**src/rtl/control_sequencer.sv**
```systemverilog
// Moore control unit: fetch/decode/execute strobes for the load/store/ALU/branch ISA.
// Latency: outputs decode the present state; one state per Clock; 3-8 cycles per instruction.
// Backpressure: Stop requests a pause that is taken only at instruction boundaries; HALT exits only via Clear.
module control_sequencer (
    input  logic        Clock,
    input  logic        Clear,
    input  logic [31:0] IR,
    input  logic        CON_FF,
    input  logic        Stop,
    output logic        PCout,
    output logic        Zhighout,
    output logic        Zlowout,
    output logic        MDRout,
    output logic        Cout,
    output logic        BAout,
    output logic        MARin,
    output logic        Zin,
    output logic        PCin,
    output logic        MDRin,
    output logic        IRin,
    output logic        Yin,
    output logic        CONin,
    output logic        IncPC,
    output logic        Read,
    output logic        Write,
    output logic        Gra,
    output logic        Grb,
    output logic        Grc,
    output logic        Rin,
    output logic        Rout,
    output logic [4:0]  ALU_op,
    output logic        Run
);
    localparam logic [3:0] S_RESET = 4'd0,  S_F0 = 4'd1, S_F1 = 4'd2, S_F2 = 4'd3,
                           S_T3    = 4'd4,  S_T4 = 4'd5, S_T5 = 4'd6, S_T6 = 4'd7,
                           S_T7    = 4'd8,  S_PAUSE = 4'd9, S_HALT = 4'd10;

    localparam logic [4:0] OP_LD  = 5'b00000, OP_LDI  = 5'b00001, OP_ST   = 5'b00010,
                           OP_ADD = 5'b00011, OP_SUB  = 5'b00100, OP_AND  = 5'b00101,
                           OP_OR  = 5'b00110, OP_ADDI = 5'b01100, OP_ANDI = 5'b01101,
                           OP_ORI = 5'b01110, OP_BR   = 5'b10010, OP_JR   = 5'b10100,
                           OP_HALT = 5'b11001;

    logic [3:0] state, state_nxt;
    logic [4:0] opc;
    logic       is_alu, is_imm, is_ldi, is_ld, is_st, is_br, is_jr, is_halt, is_nop;
    logic       at_boundary;
    logic [3:0] boundary_nxt;
    logic       ir_unused;

    assign opc       = IR[31:27];
    assign ir_unused = ^IR[26:0];

    assign is_alu  = (opc == OP_ADD) || (opc == OP_SUB) || (opc == OP_AND) || (opc == OP_OR);
    assign is_imm  = (opc == OP_ADDI) || (opc == OP_ANDI) || (opc == OP_ORI);
    assign is_ldi  = (opc == OP_LDI);
    assign is_ld   = (opc == OP_LD);
    assign is_st   = (opc == OP_ST);
    assign is_br   = (opc == OP_BR);
    assign is_jr   = (opc == OP_JR);
    assign is_halt = (opc == OP_HALT);
    // Unassigned opcodes fall through to nop behaviour.
    assign is_nop  = !(is_alu || is_imm || is_ldi || is_ld || is_st || is_br || is_jr || is_halt);

    always_comb begin
        at_boundary = 1'b0;
        case (state)
            S_F2:    at_boundary = is_nop;
            S_T3:    at_boundary = is_jr;
            S_T5:    at_boundary = is_alu || is_imm || is_ldi;
            S_T6:    at_boundary = is_br;
            S_T7:    at_boundary = 1'b1;
            default: at_boundary = 1'b0;
        endcase
    end

    assign boundary_nxt = Stop ? S_PAUSE : S_F0;

    always_comb begin
        state_nxt = S_RESET;
        case (state)
            S_RESET: state_nxt = S_F0;
            S_F0:    state_nxt = S_F1;
            S_F1:    state_nxt = S_F2;
            S_F2:    state_nxt = is_halt ? S_HALT : (at_boundary ? boundary_nxt : S_T3);
            S_T3, S_T4, S_T5, S_T6, S_T7:
                     state_nxt = at_boundary ? boundary_nxt : state + 4'd1;
            S_PAUSE: state_nxt = Stop ? S_PAUSE : S_F0;
            S_HALT:  state_nxt = S_HALT;
            default: state_nxt = S_RESET;
        endcase
    end

    always_ff @(posedge Clock or negedge Clear) begin
        if (!Clear) state <= S_RESET;
        else        state <= state_nxt;
    end

    always_comb begin
        {PCout, Zhighout, Zlowout, MDRout, Cout, BAout} = '0;
        {MARin, Zin, PCin, MDRin, IRin, Yin, CONin}     = '0;
        {IncPC, Read, Write, Gra, Grb, Grc, Rin, Rout}  = '0;
        ALU_op = 5'b00000;
        Run    = !(state == S_RESET || state == S_PAUSE || state == S_HALT);
        case (state)
            S_F0: begin PCout = 1'b1; MARin = 1'b1; IncPC = 1'b1; Zin = 1'b1; end
            S_F1: begin Zlowout = 1'b1; PCin = 1'b1; Read = 1'b1; MDRin = 1'b1; end
            S_F2: begin MDRout = 1'b1; IRin = 1'b1; end
            S_T3: begin
                if (is_br || is_jr) begin
                    Gra = 1'b1; Rout = 1'b1;
                    CONin = is_br; PCin = is_jr;
                end else if (is_alu || is_imm) begin
                    Grb = 1'b1; Rout = 1'b1; Yin = 1'b1;
                end else if (is_ldi || is_ld || is_st) begin
                    Grb = 1'b1; BAout = 1'b1; Yin = 1'b1;
                end
            end
            S_T4: begin
                if (is_br) begin
                    PCout = 1'b1; Yin = 1'b1;
                end else begin
                    Zin  = 1'b1;
                    Grc  = is_alu; Rout = is_alu;
                    Cout = !is_alu;
                    if (is_alu)                 ALU_op = opc;
                    else if (opc == OP_ANDI)    ALU_op = 5'b00101;
                    else if (opc == OP_ORI)     ALU_op = 5'b00110;
                    else                        ALU_op = 5'b00011;
                end
            end
            S_T5: begin
                if (is_br) begin
                    Cout = 1'b1; Zin = 1'b1; ALU_op = 5'b00011;
                end else if (is_ld || is_st) begin
                    Zlowout = 1'b1; MARin = 1'b1;
                end else begin
                    Zlowout = 1'b1; Gra = 1'b1; Rin = 1'b1;
                end
            end
            S_T6: begin
                if (is_br) begin
                    Zlowout = 1'b1; PCin = CON_FF;
                end else if (is_ld) begin
                    Read = 1'b1; MDRin = 1'b1;
                end else begin
                    Gra = 1'b1; Rout = 1'b1; MDRin = 1'b1;
                end
            end
            S_T7: begin
                if (is_ld) begin
                    MDRout = 1'b1; Gra = 1'b1; Rin = 1'b1;
                end else begin
                    Write = 1'b1;
                end
            end
            default: ;
        endcase
    end
endmodule

```
**config.mk**
```make
export PLATFORM = sky130hd
export DESIGN_NAME = control_sequencer
export DESIGN_NICKNAME = d
export VERILOG_FILES = /design/src/rtl/control_sequencer.sv
export SDC_FILE = /design/constraint.sdc
export NUM_CORES = 1
export LEC_CHECK = 0
export BUFFER_PORTS_ARGS = -buffer_cell sky130_fd_sc_hd__buf_2
export CORE_ASPECT_RATIO = 0.75
export CORE_MARGIN = 2
export CORE_UTILIZATION = 44
export DETAILED_ROUTE_END_ITERATION = 7
export HOLD_SLACK_MARGIN = 0.15
export PLACE_DENSITY_LB_ADDON = 0.12
export SLEW_MARGIN = 20
export SYNTH_ARGS = -nofsm -noshare
export SYNTH_HDL_FRONTEND = slang
export SYNTH_SLANG_ARGS = --single-unit
```
**constraint.sdc**
```tcl
create_clock -name Clock -period 3.7 [get_ports Clock]
set_input_delay 0.185 -clock Clock [delete_from_list [all_inputs] [get_ports Clock]]
set_output_delay 0.185 -clock Clock [all_outputs]
set_load 0.02 [all_outputs]
```
# Word level (Yosys, flattened, before mapping)
# Cells that the tools add are included.
[totals]
regBits = 4
input_bits = 36
out_inout_bits = 27
[classes]
n_addsub = 1
n_eq_ne = 22
mux = 55
reduce_logical = 24
[op_table]
columns = ["op", "count"]
rows = [
  ["1-bit two-way mux", 30],
  ["4-bit one-hot mux with 7 select lines", 1],
  ["1-bit logical OR", 18],
  ["4-bit by 3-bit == test with 1-bit output (second input constant)", 4],
  ["4-bit two-way mux", 4],
  ["1-bit one-hot mux with 2 select lines", 8],
  ["5-bit by 3-bit == test with 1-bit output (second input constant)", 3],
  ["5-bit by 4-bit == test with 1-bit output (second input constant)", 3],
  ["5-bit == test (second input constant)", 3],
  ["4-bit == test (second input constant)", 3],
  ["1-bit one-hot mux with 3 select lines", 4],
  ["5-bit by 2-bit == test with 1-bit output (second input constant)", 2],
  ["5-bit two-way mux", 2],
  ["5-bit one-hot mux with 2 select lines", 1],
  ["4-bit by 2-bit == test with 1-bit output (second input constant)", 2],
  ["3-bit two-way mux", 2],
  ["5-bit by 1-bit == test with 1-bit output (second input constant)", 1],
  ["5-bit zero test", 1],
  ["1-bit one-hot mux with 5 select lines", 1],
  ["5-bit OR reduction", 1],
  ["4-bit by 1-bit adder with 4-bit output (second input constant)", 1],
  ["4-bit by 1-bit == test with 1-bit output (second input constant)", 1],
  ["4-bit zero test", 1],
  ["1-bit one-hot mux with 4 select lines", 1],
  ["other kinds (2)", 4],
]

# Logic depth before layout (Yosys ltp)
[logic_depth]
word_depth = 16
mapped_depth = 8
depth_no_buf = 7

# Worst setup path before layout
# No wires, ideal clock.
[synth_path]
path_type = "flip-flop to flip-flop"
startpoint = "register state[0]"
endpoint = "register state[3]"
arrival_time_ns = 1.902
t_required_ns = 3.610
path_slack_ns = 1.708
stages_incl_launch_ff = 7
synth_period_minus_slack_ns = 1.992
cell_sequence = "dfrtp_1 -> ha_1 -> nor3b_1 -> nand2_1 -> a211oi_1 -> o31ai_1 -> o2111ai_1"
[synth_between]
elab_chain_len = 5
word_cells_on_any_way = 18
cone_classes = "add/sub: 1; eq/ne: 10; mux: 5; reduce/logical: 2"
[synth_rtl]
columns = ["element", "line", "rtl"]
rows = [
  ["start, declared", "44", "logic [3:0] state, state_nxt;"],
  ["start signal, assigned", "96", "else state <= state_nxt;"],
  ["4-bit == test (tied with other cells)", "67, 81", ""],
  ["1-bit one-hot mux with 5 select lines", "67", "case (state)"],
  ["4-bit two-way mux (2 in a row)", "85", "S_F2: state_nxt = is_halt ? S_HALT : (at_boundary ? boundary_nxt : S_T3);"],
  ["4-bit one-hot mux with 7 select lines (*)", "81", "case (state)"],
  ["via state_nxt[3]", "44", ""],
]
# Mark *: on every way through the listed nets, which the timed path passes. The rest lies on a longest branch.

# Worst setup path in the final report
[layout_path]
startpoint = "register state[3]"
endpoint = "output port Gra"
[layout_between]
elab_chain_len = 2
word_cells_on_any_way = 5
cone_classes = "eq/ne: 4; mux: 1"
[layout_rtl]
columns = ["element", "line", "rtl"]
rows = [
  ["4-bit == test / 4-bit by 3-bit == test with 1-bit output (equally long branches)", "105", "case (state)"],
  ["1-bit one-hot mux with 4 select lines (*)", "105", ""],
  ["end, declared", "26", "output logic Gra,"],
]
# Mark *: on every way between the ends. The rest lies on a longest branch, timed or not.

==> impl_metrics.yaml <==
status:
  outcome: "complete, no violations"
clock_network:
  root_buffer_cell: "sky130_fd_sc_hd__clkbuf_4"
  cts_max_level: 1
  cts_buffer_depth: 2
  cts_inserted_buffers: 3
  clk_slew_on_worst_s_h_paths_ns: 0.04
  cts.repair_timing.setup_buffer_count: 0
  clkLatencyLatePin_ns: 0.23
  clkSinkCount: 4
  clock_tree_from_tritoncts: "done"
detailed_routing:
  via_per_inst: 5.88
  drtPass1Iterations: 4
  drt.antenna.violating_nets: 0
  drc_errors: 0
  detail_route.iter0.violations: 43
  wirelength_um: 2440
  wire_per_inst_um: 13.8
  route.vias.total: 1041
power:
  p_seq_share_pct: 33.9
  netSwitchingPower_w: 0.0000385
  netSwitchingFraction_pct: 29.6
  ir_drop_mv: 0.125
  clockPowerShare_pct: 40.3
  comb_power_share_pct: 25.8
  p_leak_nw: 0.553
  intPower_w: 0.0000915
  pwr_density_nw_per_um2: 124
setup_path:
  reg2reg_depth: 6
  cp-end-kind: "output pin"
  worst_ep_arrival_time_ns: 2.09
  setup.worst_path.start: "state[3]"
  worstPathCellList: "nor2b_1, nand2_1, o21ai_2, or4b_1, buf_2"
  cp_slowest_stage_delay_ns: 0.66
  reg2reg_to: "state[3]"
  critical_path.top_delay_family: "simple AND/OR/NAND/NOR gates"
  timing.critical_path.slowest_stage_cell: "sky130_fd_sc_hd__dfrtp_1"
  critical_path_peak_fanout: 19
  cp.buffers_inverters: 1
  r2r_slack_ns: 1.66
  timing_worst_setup_path_type: "register to output pin"
  startpoint_type: "register"
  worst-endpoint-required_ns: 3.51
  worst-path-stages: 5
  reg2reg_from: "state[0]"
placement:
  placer_congestion_estimate: 0.852
  dp_cells: 173
  dpl.hpwl_um: 1860
  pre_cts_slack_ns: 1.68
  port-buffer-count: 32
sta:
  tns_ns: 0
  finalSetupViolations: 0
  fin_worst_skew_ns: 0.0000532
  period_share_pct: 61.4
  post-route-min-period_ns: 2.27
  report.final.slew_viol_count: 0
  maxClockFrequency_mhz: 440
  tightest_slew_ns: 0.536
  timing_hold_violations_final: 0
  worst_slack_ns: 1.43
  unrepaired_setup_endpoints_after_global_routing: "no"
  finalHoldWorstSlack_ns: 0.235
  max-slew-margin-rel_pct: 64.2
floorplan:
  num_io_pins: 63
  floorplan.rows: 14
  die_h_um: 42.8
  initial_utilization_pct: 45.4
  die_x_um: 55.7
  die_area_um2: 2390
  coreArea_um2: 1940
synth:
  netlist.area_leader.share_pct: 11.3
  yosys-top-cells-area: "sky130_fd_sc_hd__dfrtp_1, sky130_fd_sc_hd__ha_1, sky130_fd_sc_hd__o21ai_0"
  yosysWarningCount: 0
  post_synth_inst_count: 127
  synth_flop_cell: "sky130_fd_sc_hd__dfrtp_1"
  synthArstFlopShare_pct: 100
  seq_area_frac_synth_pct: 11.3
  ys_ff_latch: 4
  yosysTopAreaCell: "sky130_fd_sc_hd__dfrtp_1"
  post_synth.cell_area_avg_um2: 6.96
  netlist-cell-type-count: 48
  synth.cell_area_um2: 883
  synth-edff-count: 0
  yosys-top-cells-count: "sky130_fd_sc_hd__nand2_1, sky130_fd_sc_hd__nor2_1, sky130_fd_sc_hd__o21ai_0"
layout:
  area.growth.synth_to_final_pct: 18.6
  diode_insertion_count_for_antenna_repair: 0
  drive_above_1_share_pct: 26.8
  final_core_utilization_pct: 53.9
  largest-register: "state"
  layout.cells.non_filler: 177
  largest_register_ffs: 4
  final_nets: 195
  top_regs: "state (4)"
global_routing:
  grt_util_all_layers_pct: 21.3
  overflow: 0
  grt_start_max_net_pins: 20
  grt_pass1_vias: 872
  first_pass_grt_wire_length_um: 4100
  antenna_found_initial: 0
min_path:
  min_path_cells: 3
  class_of_the_most_critical_hold_timing_path: "primary input to register"
  worst_hold_path.endpoint: "state[3]"
  min-delay-start: "Stop"
flow_run:
  cap_violations: 0
## per-stage QoR
| stage | total power (W) | instance area, µm² |
|---|---|---|
| after floorplan | 0.0000710 | 891 |
| after global placement | 0.0000754 | 1010 |
| after detailed placement | 0.0000763 | 1010 |
| after CTS | 0.000133 | 1050 |
| after global routing | 0.000142 | 1050 |
| final | 0.000130 | 1050 |
## power groups by stage
| stage | logic [W] | registers [W] | clock network [W] |
|---|---|---|---|
| global route | 0.0000371 | 0.0000439 | 0.0000606 |
| global placement | 0.0000308 | 0.0000445 | 0 |
| finish | 0.0000336 | 0.0000440 | 0.0000524 |
| detailed placement | 0.0000318 | 0.0000445 | 0 |
| floorplan | 0.0000264 | 0.0000446 | 0 |
| CTS | 0.0000326 | 0.0000440 | 0.0000561 |
## worst max path at each step
stage	end	slack, ns
global placement	Gra	1.67
finish	Gra	1.43
global route	Gra	1.30
floorplan	state[3]	1.71
CTS	Gra	1.44
detailed placement	state[3]	1.68
## timing repair
| item | in CTS | in global routing |
|---|---|---|
| resized for setup | 0 | 0 |
| hold endpoints to repair | 4 | 0 |
| setup endpoints to repair | 0 | 0 |
| hold buffers | 1 | 0 |
## cell type report
cell class / instances / area (µm²)
Clock buffer: 3 / 22.5
Fill cell: 205 / 897
Inverter: 4 / 15.0
Multi-Input combinational cell: 109 / 709
Sequential cell: 4 / 100
Tap cell: 24 / 30.0
Timing Repair Buffer: 33 / 170
## routing by layer
metal / up-vias / wire length (µm) / track usage (%)
li1: 513 / - / -
met1: 472 / 1180 / 32.5
met2: 54 / 986 / 29.8
met3: 2 / 258 / 2.74
met4: 0 / 16 / 8.29
met5: - / 0 / 0
## worst min-delay path, delay by kind of cell
family          cells  cell delay (ns)
buf+inv             1             0.08
compound gates      2             0.15
## cell usage in the layout, fill, tap and decap left out, types with 2 or more instances in the layout
master                      count
sky130_fd_sc_hd__ha_1           4
sky130_fd_sc_hd__nor2b_1        6
sky130_fd_sc_hd__nand3_1        4
sky130_fd_sc_hd__a211o_1        3
sky130_fd_sc_hd__and3_1         2
sky130_fd_sc_hd__buf_2         32
sky130_fd_sc_hd__nand4_1        4
sky130_fd_sc_hd__nand3b_1       2
sky130_fd_sc_hd__inv_1          4
sky130_fd_sc_hd__o31ai_1        2
sky130_fd_sc_hd__mux2i_1        3
sky130_fd_sc_hd__dfrtp_1        4
sky130_fd_sc_hd__nor2_1        11
sky130_fd_sc_hd__a211oi_1       4
sky130_fd_sc_hd__a21oi_1        4
sky130_fd_sc_hd__o211ai_1       2
sky130_fd_sc_hd__or3_1          2
sky130_fd_sc_hd__o2111ai_1      2
sky130_fd_sc_hd__o21ai_0        9
sky130_fd_sc_hd__nor3b_1        3
sky130_fd_sc_hd__a31oi_1        2
sky130_fd_sc_hd__clkbuf_4       3
sky130_fd_sc_hd__conb_1         3
sky130_fd_sc_hd__nand2b_1       6
sky130_fd_sc_hd__nand2_1       11
## cell families (layout without fill, tap and decap cells)
group	after synthesis	count (layout)	synth area share [%]
other cells	1	3	0.425
flops	4	4	11.3
simple gates	61	61	39.8
fa+ha+maj	4	4	5.67
mux	3	3	3.40
xor+xnor	2	2	1.98
compound gates	36	36	28.2
buf+inv	16	40	9.21
Power figures use the tool's default switching activity.
